`src/rtl/alu_sched_pkg.sv`:
```
// Shared definitions for the two-requester ALU scheduler: FSM states,
// ALU opcode values and the default watchdog length.
package alu_sched_pkg;

  typedef enum logic [1:0] {
    ST_IDLE  = 2'd0,
    ST_ISSUE = 2'd1,
    ST_WAIT  = 2'd2,
    ST_RESP  = 2'd3
  } sched_state_e;

  localparam logic [1:0] OP_ADD = 2'b00;
  localparam logic [1:0] OP_SUB = 2'b01;
  localparam logic [1:0] OP_MUL = 2'b10;
  localparam logic [1:0] OP_DIV = 2'b11;

  // Cycles allowed in WAIT before the operation is aborted with an error.
  localparam int DEFAULT_TIMEOUT = 32;

endpackage

```
`src/rtl/rr_arbiter2.sv`:
```
// Two-way round-robin grant. Purely combinational; the caller owns the
// last_grant history and decides when it advances.
module rr_arbiter2 (
  input  logic [1:0] req_valid,
  input  logic       last_grant,
  output logic [1:0] grant
);

  // Lone requester wins outright; on contention the one not served last wins.
  always_comb begin
    grant = req_valid;
    if (req_valid == 2'b11) begin
      grant = last_grant ? 2'b01 : 2'b10;
    end
  end

endmodule

```
`src/rtl/alu_op_scheduler.sv`:
```
// Shares one ALU control unit between two requesters: round-robin accept,
// one-cycle start pulse, watchdog-guarded wait for done, tagged response.
module alu_op_scheduler
  import alu_sched_pkg::*;
#(
  parameter int TIMEOUT = DEFAULT_TIMEOUT
) (
  input  logic        clk,
  input  logic        reset,
  input  logic [1:0]  req_valid,
  output logic [1:0]  req_ready,
  input  logic [1:0]  req_opcode0,
  input  logic [1:0]  req_opcode1,
  input  logic [7:0]  req_a0,
  input  logic [7:0]  req_b0,
  input  logic [7:0]  req_a1,
  input  logic [7:0]  req_b1,
  output logic        rsp_valid,
  input  logic        rsp_ready,
  output logic        rsp_id,
  output logic [15:0] rsp_data,
  output logic        rsp_err,
  output logic        alu_start,
  output logic [1:0]  alu_opcode,
  output logic [7:0]  alu_a,
  output logic [7:0]  alu_b,
  input  logic        alu_done,
  input  logic [15:0] alu_result,
  output logic        busy
);

  // Last WAIT count at which a missing done turns into a timeout.
  localparam logic [7:0] TERM_CNT = 8'(TIMEOUT - 1);

  sched_state_e state_q, state_d;
  logic [7:0]   cnt_q, cnt_d;
  logic         last_grant_q, last_grant_d;
  logic         id_q, id_d;
  logic [1:0]   op_q, op_d;
  logic [7:0]   a_q, a_d;
  logic [7:0]   b_q, b_d;
  logic [15:0]  data_q, data_d;
  logic         err_q, err_d;

  logic [1:0]   grant;
  logic [1:0]   hs;
  logic         term;

  rr_arbiter2 u_arb (
    .req_valid  (req_valid),
    .last_grant (last_grant_q),
    .grant      (grant)
  );

  assign hs   = req_valid & req_ready;
  assign term = (cnt_q == TERM_CNT);

  // State register.
  always_ff @(posedge clk) begin
    if (!reset) begin
      state_q <= ST_IDLE;
    end else begin
      state_q <= state_d;
    end
  end

  // Next-state logic; done on the terminal count still counts as success.
  always_comb begin
    state_d = state_q;
    case (state_q)
      ST_IDLE:  if (|hs) state_d = ST_ISSUE;
      ST_ISSUE: state_d = ST_WAIT;
      ST_WAIT:  if (alu_done || term) state_d = ST_RESP;
      ST_RESP:  if (rsp_ready) state_d = ST_IDLE;
      default:  state_d = ST_IDLE;
    endcase
  end

  // Outputs decoded from the current state.
  always_comb begin
    req_ready = 2'b00;
    alu_start = 1'b0;
    rsp_valid = 1'b0;
    busy      = (state_q != ST_IDLE);
    case (state_q)
      ST_IDLE:  req_ready = grant & req_valid;
      ST_ISSUE: alu_start = 1'b1;
      ST_RESP:  rsp_valid = 1'b1;
      default:  ;
    endcase
  end

  // Request capture, watchdog count, result capture and grant history.
  always_comb begin
    cnt_d        = cnt_q;
    last_grant_d = last_grant_q;
    id_d         = id_q;
    op_d         = op_q;
    a_d          = a_q;
    b_d          = b_q;
    data_d       = data_q;
    err_d        = err_q;
    case (state_q)
      ST_IDLE: begin
        if (|hs) begin
          id_d = hs[1];
          op_d = hs[1] ? req_opcode1 : req_opcode0;
          a_d  = hs[1] ? req_a1      : req_a0;
          b_d  = hs[1] ? req_b1      : req_b0;
        end
      end
      ST_ISSUE: cnt_d = 8'd0;
      ST_WAIT: begin
        cnt_d = cnt_q + 8'd1;
        if (alu_done) begin
          data_d = alu_result;
          err_d  = 1'b0;
        end else if (term) begin
          data_d = 16'h0000;
          err_d  = 1'b1;
        end
      end
      ST_RESP: if (rsp_ready) last_grant_d = id_q;
      default: ;
    endcase
  end

  // Datapath registers.
  always_ff @(posedge clk) begin
    if (!reset) begin
      cnt_q        <= 8'd0;
      last_grant_q <= 1'b1;
      id_q         <= 1'b0;
      op_q         <= 2'b00;
      a_q          <= 8'h00;
      b_q          <= 8'h00;
      data_q       <= 16'h0000;
      err_q        <= 1'b0;
    end else begin
      cnt_q        <= cnt_d;
      last_grant_q <= last_grant_d;
      id_q         <= id_d;
      op_q         <= op_d;
      a_q          <= a_d;
      b_q          <= b_d;
      data_q       <= data_d;
      err_q        <= err_d;
    end
  end

  assign rsp_id     = id_q;
  assign rsp_data   = data_q;
  assign rsp_err    = err_q;
  assign alu_opcode = op_q;
  assign alu_a      = a_q;
  assign alu_b      = b_q;

endmodule

```
`config.mk`:
```
export PLATFORM = sky130hd
export DESIGN_NAME = alu_op_scheduler
export DESIGN_NICKNAME = d
export VERILOG_FILES = /design/src/rtl/alu_sched_pkg.sv /design/src/rtl/rr_arbiter2.sv /design/src/rtl/alu_op_scheduler.sv
export SDC_FILE = /design/constraint.sdc
export NUM_CORES = 1
export LEC_CHECK = 0
export ABC_AREA = 0
export CAP_MARGIN = 10
export CORE_ASPECT_RATIO = 0.6
export CORE_MARGIN = 2
export CORE_UTILIZATION = 43
export CTS_CLUSTER_SIZE = 20
export DETAILED_ROUTE_END_ITERATION = 6
export PLACE_DENSITY = 0.85
export SLEW_MARGIN = 20
export SYNTH_ARGS = -nofsm -noshare
export SYNTH_HDL_FRONTEND = slang
export SYNTH_SLANG_ARGS = --single-unit
```
`constraint.sdc`:
```
create_clock -name clk -period 3 [get_ports clk]
set_input_delay 0.6 -clock clk [delete_from_list [all_inputs] [get_ports clk]]
set_output_delay 0.6 -clock clk [all_outputs]
set_load 0.02 [all_outputs]
```
Word level (Yosys, flattened, before mapping)
Index checks and enable logic that the tools add are counted.
Storage, ports and cells
  output and inout bits: 41
  register bits after elaboration: 47
  bits of input ports: 58
Cells by class
  bitwise operators: 2
  reduce and logical (&&, ||, !) cells: 10
  equality and inequality tests: 8
  $add $sub $neg: 1
  multiplexer cells: 17
Operators by type and width (count)
  $mux W16: 2
  $mux W8: 2
  $pmux W8 S2: 1
  $mux W2: 7
  $add A8 B1 Y8 const B: 1
  $eq A8 B5 Y1 const B: 1
  $pmux W2 S4: 1
  $eq A2 B2 Y1 const B: 3
  $ne A2 B2 Y1 const B: 3
  $reduce_and A2 Y1: 3
  $reduce_bool A2 Y1: 3
  $and A2 B2 Y2: 2
  $mux W1: 4
  $reduce_and A3 Y1: 1
  $eq A2 B1 Y1 const B: 1
  $logic_not A2 Y1: 1
  $reduce_or A2 Y1: 1
  $logic_or A1 B1 Y1: 1

Depth between registers and ports, before layout
Gate-level depths: netlist (run 1).
  word-level depth: 8
  gate-level depth with buffers: 7
  mapped depth without buffers: 6

Cells and area by module
Synthesis (run 1) repeated with hierarchy kept, for this count alone.
Unflattened totals
  cell total of the unflattened synthesis: 197
  area, all modules: 2019.4 um^2
By module, submodules not included
  alu_op_scheduler: area each 2000.7 um^2, cells each 194, times used 1
  rr_arbiter2: area each 18.8 um^2, cells each 3, times used 1

Worst setup path before layout (run 1)
OpenSTA, ideal clock, no wires.
  path type: register to output
  start: register state_q[0]
  end: output req_ready[1]
  data arrival time: 1.106 ns
  stages on the path, launching flop included: 6
  setup slack: 1.294 ns
  cell sequence: dfxtp_1 -> inv_1 -> ha_1 -> nand3_1 -> buf_2 -> inv_1
Between the ends
  longest elaborated chain between the ends: 2
Ends and longest elaborated chain
  start, declared: line alu_op_scheduler.sv:35  | sched_state_e state_q, state_d;
  start signal, assigned: line alu_op_scheduler.sv:63  | state_q <= state_d;
  $logic_not A2 Y1: line alu_op_scheduler.sv:85  | case (state_q)
  $mux W2: line alu_op_scheduler.sv:85
  end, declared: line alu_op_scheduler.sv:11  | output logic [1:0] req_ready,
No other way between the ends.

Final worst setup path (run 1)
  start: input req_valid[0]
  end: output req_ready[0]
Between the ends
  longest elaborated chain between the ends: 4
Ends and longest elaborated chain
  start, declared: line alu_op_scheduler.sv:10  | input logic [1:0] req_valid,
  $eq A2 B2 Y1: line rr_arbiter2.sv:12  | if (req_valid == 2'b11) begin
  $mux W2: line rr_arbiter2.sv:12
  $and A2 B2 Y2 (*): line alu_op_scheduler.sv:86  | ST_IDLE: req_ready = grant & req_valid;
  $mux W2 (*): line alu_op_scheduler.sv:85
Mark *: on every way between the ends. The rest lies on a longest branch, timed or not.

==> metrics.txt, run 1 <==
Setup WS post-layout between 0.4 and 0.5 ns; final setup fails 0; Core Area ~0.0042 sq mm; CTS Sinks 47; grt total ovfl 0; routability congestion estimate about 0.86; largest net degree at the start of global routing 37; vias per cell between 5 and 6; Placed Area slightly below 0.003 sq mm; Internal approximately 1.5 mW; main flop type after synthesis dfxtp_1; share of cells above drive strength 1 0.0584; Inserted Diodes 0; dpl ws 0.449 ns; Mapped Avg Cell Area 10.2 sq um; Rel. slew slack 0.326; Post-Syn Area slightly below 0.002 sq mm; cell taking the most area after synthesis dfxtp_1; Seq pwr share 0.354; VDD IR max between 0.3 and 0.4 mV; clock root buffer master clkbuf_8; number of max-cap violations 0; combinational power share 0.445; EDFF count, synth 0; clock slew seen by the registers of the worst setup and hold paths 0.09 ns; vias in the first global route approximately 1700; Psw 0.843 mW; DIE WIDTH 91.2 um; post-synth cell types 32; initial antenna violation count 0; synthesis-stage register bit count 47; Final Core Density 0.730; Max Root-Sink Buffers 2; Worst Tran Pin Value 1.01 ns; Max Slew Vio Count 0; H-Tree Level Count 2; Final Hold Fails 0; DIE AREA just over 0.005 sq mm; # IOs 99; Worst setup SP type input port; Ys Warns 0; Die Span Y between 50 and 60 um; setup_tns 0 ns; Post-Syn Nets between 200 and 300; Post-CTS Setup Inserts 0; average wire per standard cell 14.0 um; WP data required around 2.4 ns; Worst-Skew Late Latency roughly 0.3 ns; total CTS buffers 5; PD cells 752 mW/mm^2; synth top area cells dfxtp_1 48%, mux2i_1 10%, a22o_1 7.1%; final instance area about 0.0031 sq mm; most instantiated cells after synthesis 47 x dfxtp_1, 26 x nor2_1, 20 x mux2i_1; Cells after Synth 193; endpoint type of the worst setup path output pin; worst min path class reg -> reg; critical path arrival 1.95 ns; final setup skew about 0.013 ns; 1st-pass router iterations 4; min Tclk post-route approximately 2.6 ns; clock share of power 0.200; hold buffers post-CTS 0; row cnt 18; Fmax between 300 and 400 MHz; asr flop ratio synth 0; CTS tree yes; via count 1767; first-pass GRT wire length between 7000 and 8000 um; fin crit share 0.852; Pwr Total between 2 and 2.5 mW; count leader, synth dfxtp_1; GRT Total Usage 0.193; HPWL after DPL 3770 um; Leakage between 1 and 1.5 nW; status completed; final net count 353; switching share of total power 0.363; DRC violations left 0; # resized after CTS 0; DRT antenna net count 0; worst-path maximum fanout 3; unrepaired setup endpoints after global routing no; DRT iter0 DRCs 51; WL final between 4000 and 5000 um; area delta synth->final 57.4%; Seq/Total Area, Yosys 0.479; Setup Crit Path Kind in -> out; Synth top area share 0.479; Starting Density 0.464; Buffers on Ports slightly below 100
## sequential cells by signal, summed over array words and instances (netlist names)
signal and cells:
state_q 2, alu_opcode 2, rsp_err 1, last_grant_q 1, rsp_id 1, rsp_data 16
alu_b 8, alu_a 8, cnt_q 8
## metrics by stage
stage | hold slack (ns) | cells
3_3_place_gp | 0.456 | 343
2_1_floorplan | 0.471 | 193
4_1_cts | 0.486 | 351
5_1_grt | 0.492 | 351
6_report | 0.483 | 351
3_5_place_dp | 0.456 | 343
## power groups by stage
stage	Sequential, mW	Clock, mW	Combinational, mW
after floorplan	0.958	0	0.500
after global placement	0.829	0	1.01
after detailed placement	0.837	0	1.03
after CTS	0.824	0.475	1.04
after global routing	0.839	0.502	1.12
final	0.823	0.466	1.03
## cells by family after synthesis
logic type                 count (synthesis)  synth area share
AOI/OAI and AO/OA                         49             0.195
adders and majority gates                  5            0.0319
DFF                                       47             0.479
and+or+nand+nor                           49             0.124
buffers and inverters                     18            0.0459
muxes                                     20             0.102
xor gates and xnor gates                   5            0.0223
## routing by layer
| metal | GRT usage | up-vias | wire length [um] |
|---|---|---|---|
| li1 | - | 884 | - |
| met1 | 0.244 | 813 | 2290 |
| met2 | 0.320 | 64 | 2220 |
| met3 | 0.0685 | 6 | 366 |
| met4 | 0.0433 | 0 | 48 |
| met5 | 0 | - | 0 |
## worst max-delay path, stage by stage
cell and delay [ns]:
clkdlybuf4s50_1 0.51, nand2_1 0.07, a21oi_1 0.15, clkdlybuf4s50_1 0.62
## cell usage in the layout, fill, tap and decap left out
master	n
nor4b_4	1
dfxtp_1	47
bufinv_16	1
ha_1	5
o31ai_1	1
inv_6	1
nand2_1	10
a21o_4	1
a22o_1	16
o211ai_1	1
a31o_2	1
clkbuf_8	5
a21oi_4	1
o21ai_0	4
clkdlybuf4s50_1	98
nand3_1	1
nand4_1	3
a21oi_1	5
xor2_1	4
or3_1	2
nor2_1	26
a211oi_1	18
nor2b_1	1
nor2_4	1
and2_1	1
and3_4	1
buf_4	2
clkinvlp_4	1
inv_1	7
mux2i_1	20
inv_2	1
a21o_1	1
and3_1	2
xnor2_1	1
## final timing paths
| path | start | to | slack, ns | cells after the start |
|---|---|---|---|---|
| worst max-delay path | req_valid[0] | req_ready[0] | 0.45 | 4 |
| worst min-delay path | rsp_data[13]$_SDFFE_PN0P_ | rsp_data[13]$_SDFFE_PN0P_ | 0.48 | 1 |
| worst max register to register | state_q[0]$_SDFFE_PN0P_ | rsp_data[2]$_SDFFE_PN0P_ | 1.04 | 5 |
| worst min register to register | rsp_data[13]$_SDFFE_PN0P_ | rsp_data[13]$_SDFFE_PN0P_ | 0.48 | 1 |
## area by class of cell
type	count	area (sq um)
clock inverters	3	46.3
inverters	8	30.0
well taps	60	75.1
multi-input cells	128	932
fillers	328	1140
repair buffers	100	996
clock buffers	5	68.8
flip-flops and latches	47	941
No activity file was read; power rests on OpenSTA's default activity.
==> run 2, diff against run 1 <==
--- a/config.mk
+++ b/config.mk
@@ -9,10 +9,10 @@
 export CAP_MARGIN = 10
 export CORE_ASPECT_RATIO = 0.6
 export CORE_MARGIN = 2
-export CORE_UTILIZATION = 43
+export CORE_UTILIZATION = 36
 export CTS_CLUSTER_SIZE = 20
 export DETAILED_ROUTE_END_ITERATION = 6
-export PLACE_DENSITY = 0.85
+export PLACE_DENSITY = 0.76
 export SLEW_MARGIN = 20
 export SYNTH_ARGS = -nofsm -noshare
 export SYNTH_HDL_FRONTEND = slang
==> constraint.sdc (replaced) <==
create_clock -name clk -period 2.15 [get_ports clk]
set_input_delay 0.43 -clock clk [delete_from_list [all_inputs] [get_ports clk]]
set_output_delay 0.43 -clock clk [all_outputs]
set_load 0.02 [all_outputs]
==> metrics.txt, run 2 (synthesis results as in run 1) <==
Starting Density 0.381 (-0.0828); Worst Min Path Start rsp_data[0]$_SDFFE_PN0P_; Buffers on Ports 98 (unchanged); fin crit share 0.924; clock root buffer master clkbuf_8; Leakage 1.31 nW (+2.2%); Placed Area 0.00302 sq mm (+1.4%); 1st-pass router iterations 4 (unchanged); Max Root-Sink Buffers 2 (unchanged); DRT antenna net count 0 (unchanged); critical path arrival 1.56 ns (-0.39 ns); combinational power share 0.452 (+0.007); worst-path maximum fanout 4 (+1); CTS Sinks 47 (unchanged); DIE AREA 0.00608 sq mm (+18%); Rel. slew slack 0.564 (+0.238); largest net degree at the start of global routing 35 (-5.4%); commonest non-fill, non-tap cell in the layout clkdlybuf4s50_1; grt total ovfl 0 (unchanged); WL final 4990 um (+1.2%); number of max-cap violations 0 (unchanged); Max Slew Vio Count 0 (unchanged); routability congestion estimate 0.748 (-13%); Seq pwr share 0.348 (-0.006); row cnt 20 (+2); # IOs 99 (unchanged); dpl ws -0.0987 ns (-0.547 ns); Core Area 0.00515 sq mm (+22%); H-Tree Level Count 2 (unchanged); vias in the first global route 1568 (-9.3%); DRT iter0 DRCs 65 (+27%); area delta synth->final 59.1%; Post-CTS Setup Inserts 0 (unchanged); Worst-Skew Late Latency 0.30 ns (about the same); worst setup path start state_q[1]$_SDFFE_PN0P_; PD cells 1050 mW/mm^2 (+40%); share of cells above drive strength 1 0.0748 (+0.0164); switching share of total power 0.361 (-0.00156); average wire per standard cell 13.9 um (-1.3%); Worst Tran Pin Value 0.654 ns (-0.353 ns); endpoint type of the worst setup path output pin; Inserted Diodes 0 (unchanged); GRT Total Usage 0.163 (-0.0297); final instance area 0.00312 sq mm (+1.1%); DIE WIDTH 99.3 um (+8.9%); setup_tns 0 ns (unchanged); Pwr Total 3.28 mW (+41%); initial antenna violation count 0 (unchanged); Reg-to-Reg Start state_q[0]$_SDFFE_PN0P_; final setup fails 0 (unchanged); via count 1747 (-1.1%); vias per cell 4.85 (-3.6%); VDD IR max 0.452 mV (+20%); total CTS buffers 5 (unchanged); HPWL after DPL 3820 um (+1.4%); Die Span Y 61.2 um (+8.6%); min Tclk post-route roughly 2.0 ns; clock share of power 0.199 (about the same); DRC violations left 0 (unchanged); Setup Crit Path Kind reg -> out; Internal 2.10 mW (+42%); Final Hold Fails 0 (unchanged); final net count 356 (+0.85%); Setup WS post-layout 0.163 ns (-0.282 ns); Fmax roughly 500 MHz; status completed; CTS tree yes; max reg flops 16 (unchanged); WP data required 1.72 ns (-0.68 ns); Psw 1.19 mW (+41%); clock slew seen by the registers of the worst setup and hold paths 0.10 ns (about the same); hold buffers post-CTS 0 (unchanged); worst min path class reg -> reg; final setup skew 0.0136 ns (+0.000316 ns); commonest cells after routing, fill and taps aside 95 x clkdlybuf4s50_1, 47 x dfxtp_1, 25 x nor2_1; first-pass GRT wire length 7630 um (-4.2%); Worst setup SP type register; unrepaired setup endpoints after global routing no
[run 2: changes by cell type in the layout (fill, tap and decap cells not counted)]
cell and delta:
clkinv_2 +1, clkdlybuf4s50_1 -3, buf_12 +1, buf_4 +2
clkinv_4 +1, clkbuf_2 +1, dlygate4sd2_1 +2, clkinvlp_4 -1
nor2_1 -1, inv_6 -1, nor2_2 +1
[run 2: final timing paths]
kind	to	slack, ns	depth (start not counted)
max reg2reg	rsp_data[1]$_SDFFE_PN0P_	0.45	5
max	rsp_valid	0.16	2
min	rsp_data[0]$_SDFFE_PN0P_	0.48	1
min reg2reg	rsp_data[0]$_SDFFE_PN0P_	0.48	1
[run 2: critical path, stage by stage (launching register included)]
cell and delay [ns]:
dfxtp_1 0.39, ha_1 0.22, clkdlybuf4s50_1 0.65
[run 2: cell type report]
cell class,count,area (sq um)
timing repair buffer,103,1020
fill,453,2030
multi-input combinational,128,935
clock inverter,3,43.8
sequential,47,941
clock buffer,5,68.8
inverter,8,30.0
tap,66,82.6
[run 2: power groups by stage]
stage	registers [mW]	clock network [mW]	logic (mW)
global placement	1.16	0	1.49
detailed placement	1.16	0	1.51
global route	1.17	0.713	1.61
CTS	1.15	0.665	1.50
floorplan	1.34	0	0.698
finish	1.14	0.654	1.48
[run 2: stage by stage]
step	utilization	hold slack, ns	std cells
after floorplan	-	0.471	193
after global placement	0.585	0.455	352
after detailed placement	0.585	0.457	352
after CTS	0.606	0.484	360
after global routing	0.606	0.502	360
final	0.606	0.481	360
[run 2: what timing repair did]
item | CTS | global route
hold endpoints to repair | 0 | 0
resized for setup | 3 | 3
endpoints found under the setup margin | 3 | 4
[run 2: layer usage]
layer | track usage | wire, um
met1 | 0.226 | 2540
met2 | 0.248 | 1990
met3 | 0.0533 | 411
met4 | 0.0470 | 44
met5 | 0 | 0
==> run 3, diff against run 2 <==
--- a/config.mk
+++ b/config.mk
@@ -7,12 +7,13 @@
 export LEC_CHECK = 0
 export ABC_AREA = 0
 export CAP_MARGIN = 10
-export CORE_ASPECT_RATIO = 0.6
+export CORE_ASPECT_RATIO = 1.5
 export CORE_MARGIN = 2
 export CORE_UTILIZATION = 36
 export CTS_CLUSTER_SIZE = 20
 export DETAILED_ROUTE_END_ITERATION = 6
 export PLACE_DENSITY = 0.76
+export SKIP_CTS_REPAIR_TIMING = 1
 export SLEW_MARGIN = 20
 export SYNTH_ARGS = -nofsm -noshare
 export SYNTH_HDL_FRONTEND = slang
==> metrics.txt, run 3 (synthesis results as in run 1) <==
status completed; final setup skew 0.00417 ns (-0.00947 ns); grt total ovfl 0 (unchanged); fin crit share 0.905 (-0.0195); Inst Count DP 354 (+0.57%); unrepaired setup endpoints after global routing no; Starting Density 0.377 (-0.00366); commonest cells after routing, fill and taps aside 95 x clkdlybuf4s50_1, 47 x dfxtp_1, 26 x nor2_1; Die Span Y 94.4 um (+54%); Final Core Density 0.606 (about the same); dpl ws -0.0718 ns (+0.0269 ns); worst-path maximum fanout 4 (unchanged); Rel. slew slack 0.303 (-0.261); via count 1792 (+2.6%); Slowest Stage Delay on Critical Path 0.62 ns (-0.03 ns); Inserted Diodes 0 (unchanged); final instance area 0.00316 sq mm (+1.0%); Final Hold Fails 0 (unchanged); Critical Path Slowest Stage Cell clkdlybuf4s50_1; DRT antenna net count 0 (unchanged); # IOs 99 (unchanged); Fill cells 482 (+6.4%); Buffers on Ports 98 (unchanged); worst-path cell chain ha_1, clkdlybuf4s50_1; max reg flops 16 (unchanged); initial antenna violation count 0 (unchanged); Leakage 1.35 nW (+3.1%); vias per cell 4.95 (+2.0%); VDD IR max 0.675 mV (+49%); Placed Area 0.00301 sq mm (-0.33%); CTS tree yes; final net count 356 (unchanged); first-pass GRT wire length 7940 um (+4.0%); crit path buf inv count 1 (unchanged); commonest non-fill, non-tap cell in the layout clkdlybuf4s50_1; DRT iter0 DRCs 30 (-54%); Max Slew Vio Count 0 (unchanged); 1st-pass router iterations 4 (unchanged); largest net degree at the start of global routing 37 (+5.7%); Setup Crit Path Kind reg -> out; min Tclk post-route 1.95 ns (-0.0418 ns); critical path's top delay family buffers and inverters; area delta synth->final 60.8%; Worst-Skew Late Latency 0.30 ns (about the same); DIE AREA 0.00607 sq mm (-0.12%); Setup WS post-layout 0.205 ns (+0.0418 ns); register area 941 sq um (unchanged); multi-input logic area 935 sq um (unchanged); H-Tree Level Count 2 (unchanged); critical path arrival 1.52 ns (-0.04 ns); clock root buffer master clkbuf_8; HPWL after DPL 3590 um (-6.0%); Max Root-Sink Buffers 2 (unchanged); endpoint type of the worst setup path output pin; DIE WIDTH 64.3 um (-35%); WP data required 1.72 ns (about the same); CTS Sinks 47 (unchanged); final setup fails 0 (unchanged); Fmax 514 MHz (+2.2%); GRT Total Usage 0.165 (+0.00126); share of cells above drive strength 1 0.0714 (-0.00340); vias in the first global route 1745 (+11%); routability congestion estimate 0.772 (+3.3%); DRC violations left 0 (unchanged); Core Area 0.00520 sq mm (+0.97%); clock slew seen by the registers of the worst setup and hold paths 0.09 ns (about the same); Worst setup SP type register; row cnt 32 (+60%); number of max-cap violations 0 (unchanged); Pwr Total 3.40 mW (+3.4%); WL final 4780 um (-4.2%); PD cells 1080 mW/mm^2 (+2.4%); total CTS buffers 5 (unchanged); average wire per standard cell 13.2 um (-4.7%); worst min path class reg -> reg; Final Non-Filler Cells 362 (+0.56%); Worst Tran Pin Value 1.04 ns (+0.388 ns)
run 3: changes by cell type in the layout (fill, tap and decap cells not counted):
cell,previous run,this run
buf_4,4,5
clkinv_4,1,0
bufinv_16,1,2
buf_12,1,0
dlygate4sd2_1,2,0
clkbuf_2,1,0
ha_1,5,4
clkinv_2,1,0
nor2_1,25,26
ha_2,0,1
dlymetal6s2s_1,0,3
inv_8,0,1
nor2_2,1,0
run 3: layout make-up:
cell class	instances	area share
timing repair buffer	103	0.325
sequential	47	0.298
multi-input combinational	128	0.296
tap	68	0.0270
clock inverter	3	0.0226
clock buffer	5	0.0218
inverter	8	0.00951
run 3: layer usage:
layer	vias to the layer above	part of all wire	routed length, um	global-route usage
met1	810	0.40	1910	0.193
met3	6	0.11	539	0.0763
met2	81	0.48	2280	0.265
met4	0	0.010	49	0.0550
met5	-	0	0	0
li1	895	-	-	-
run 3: power breakdown:
| part | switching, mW | leakage [nW] | total, mW | internal [mW] |
|---|---|---|---|---|
| logic | 0.776 | 0.898 | 1.47 | 0.690 |
| registers | 0.0989 | 0.385 | 1.15 | 1.05 |
| clock network | 0.310 | 0.0703 | 0.782 | 0.472 |
run 3: stage by stage:
| stage | setup TNS [ns] | hold slack [ns] |
|---|---|---|
| 2_1_floorplan | 0 | 0.471 |
| 3_3_place_gp | -0.0923 | 0.455 |
| 3_5_place_dp | -0.187 | 0.457 |
| 4_1_cts | -0.365 | 0.486 |
| 5_1_grt | 0 | 0.490 |
| 6_report | 0 | 0.482 |
run 3: worst reg2reg max path, delay by kind of cell, from the launching register on:
kind,cells,cell delay (ns)
AO/OA/AOI/OAI,1,0.28
buffers and inverters,1,0.11
AND/OR/NAND/NOR,2,0.85
adder cells (fa/ha/maj),1,0.18
flip-flops,1,0.34
run 3: path summary, 6_finish.rpt:
path                             startpoint                        end  slack (ns)  cells past startpoint
hold / removal    rsp_data[13]$_SDFFE_PN0P_  rsp_data[13]$_SDFFE_PN0P_        0.48                      1
setup / recovery    state_q[1]$_SDFFE_PN0P_                  rsp_valid        0.20                      2
hold reg to reg   rsp_data[13]$_SDFFE_PN0P_  rsp_data[13]$_SDFFE_PN0P_        0.48                      1
setup reg to reg    state_q[0]$_SDFFE_PN0P_   rsp_data[5]$_SDFFE_PN0P_        0.35                      5
==> edit: new RTL, config.mk and constraints of run 2 <==
Re-encode `sched_state_e` (4 states) as one-hot, 4 bits wide.
--- a/src/rtl/alu_sched_pkg.sv
+++ b/src/rtl/alu_sched_pkg.sv
@@ -2,11 +2,11 @@
 // ALU opcode values and the default watchdog length.
 package alu_sched_pkg;
 
-  typedef enum logic [1:0] {
-    ST_IDLE  = 2'd0,
-    ST_ISSUE = 2'd1,
-    ST_WAIT  = 2'd2,
-    ST_RESP  = 2'd3
+  typedef enum logic [3:0] {
+    ST_IDLE  = 4'b0001,
+    ST_ISSUE = 4'b0010,
+    ST_WAIT  = 4'b0100,
+    ST_RESP  = 4'b1000
   } sched_state_e;
 
   localparam logic [1:0] OP_ADD = 2'b00;
Formal check against the unedited RTL: no difference found for any inputs over 10 cycles, from zero or initial values and one cycle with reset low; not proved beyond that.
==> edit against run 2 <==
  * Clock skew fell by 6.0 ps
  * Worst setup slack got worse by 88 ps
  * Design area rose by 16%
  * Clock power fell by 11%
  * Routed wire length rose by 51%
  * Largest cell class is now multi-input gates
  * Sequential cell count rose by 2
  * Synthesized area rose by 19%
  * Total power fell by 24%
==> edit: results (changes against run 2) <==
Non-clk invs 6 (-2); Vias/cell 5.47 (+13%); R2R Setup Slk 170 ps (-280 ps); Mapped Cells 280 (+45%); xor and xnor area share after synthesis 0% (-2.2 points); skew final 7.61 ps (-6.03 ps); Max FO, Critical Path 5 (+1); Pleak 1.30 nW (-1.1%); tightest slew margin relative to the limit 74.8% (+18 points); Hold Crit Start cnt_q[7]$_SDFFE_PN0N_; M1 WL 3500 um (+38%); Reg power frac 41.7% (+6.9 points); launch point of the worst path state_q[3]$_SDFFE_PN0P_; first-pass GRT wire length 12200 um (+60%); CP arrival 1650 ps (+90 ps); drt first pass iters 5 (+1); FILL cells 564 (+25%); synth top area cells dfxtp_1 42%, o221a_2 7.7%, a311oi_1 7.5%; Non-clock buffers, area share 32.3% (-0.50 points); Detail Placement HPWL 5480 um (+44%); status finished, final reports clean; WHS 505 ps (+23.9 ps); Multi-In Gates 199 (+55%); synth cell count leaders 49 x dfxtp_1, 38 x nand2_1, 26 x nand3_1; syn nets 339 (+32%); fmax 0.482 GHz (-4.2%); area share of fa/ha/maj cells after synthesis 0.537% (-2.6 points); Compound-Gate Fraction of Synth Area 30.5% (+11 points); DR WL met2 3360 um (+68%); CLK BUF 6 (+1); DRT iter0 DRCs 161 (+150%); clk pwr 579 uW (-11%); Synth cell types 42 (+31%); Area after DPL 3540 um^2 (+17%); post-synthesis mux area share 0.860% (-9.3 points); largest net degree at the start of global routing 27 (-23%); Vias 2580 (+48%); FFs & Latches 49 (+4.3%); cell family with most CP delay simple AND/OR/NAND/NOR gates; sequential cell area share 27.1% (-3.0 points); RR Startpoint state_q[0]$_SDFFE_PN1P_; metal3 WL 637 um (+55%); GRT Resource Usage Total 21.6% (+5.3 points)
[edit: cell types whose count changed after synthesis, sizes merged, moves of 4 or more]
| cell | before | now |
|---|---|---|
| nor2 | 27 | 18 |
| o21ai | 4 | 19 |
| clkbuf | 3 | 18 |
| xor2 | 4 | 0 |
| mux2i | 20 | 2 |
| nand2b | 0 | 5 |
| o221a | 0 | 16 |
| a211oi | 18 | 1 |
| ha | 5 | 1 |
| a21oi | 6 | 23 |
| nand3 | 1 | 26 |
| a311oi | 0 | 20 |
| nand2 | 10 | 38 |
| a22o | 16 | 0 |
[edit: layer usage]
layer	GRT usage (%)	vias up
met5	0	-
met3	4.63	4
met1	31.4	1204
li1	-	1267
met4	3.85	0
met2	33.1	105
[edit: repair_timing]
item                                    4_1_cts  5_1_grt
pin swaps                                     0        1
endpoints found under the setup margin        9       22
hold endpoints to repair                      0        0
resized for setup                            13        8
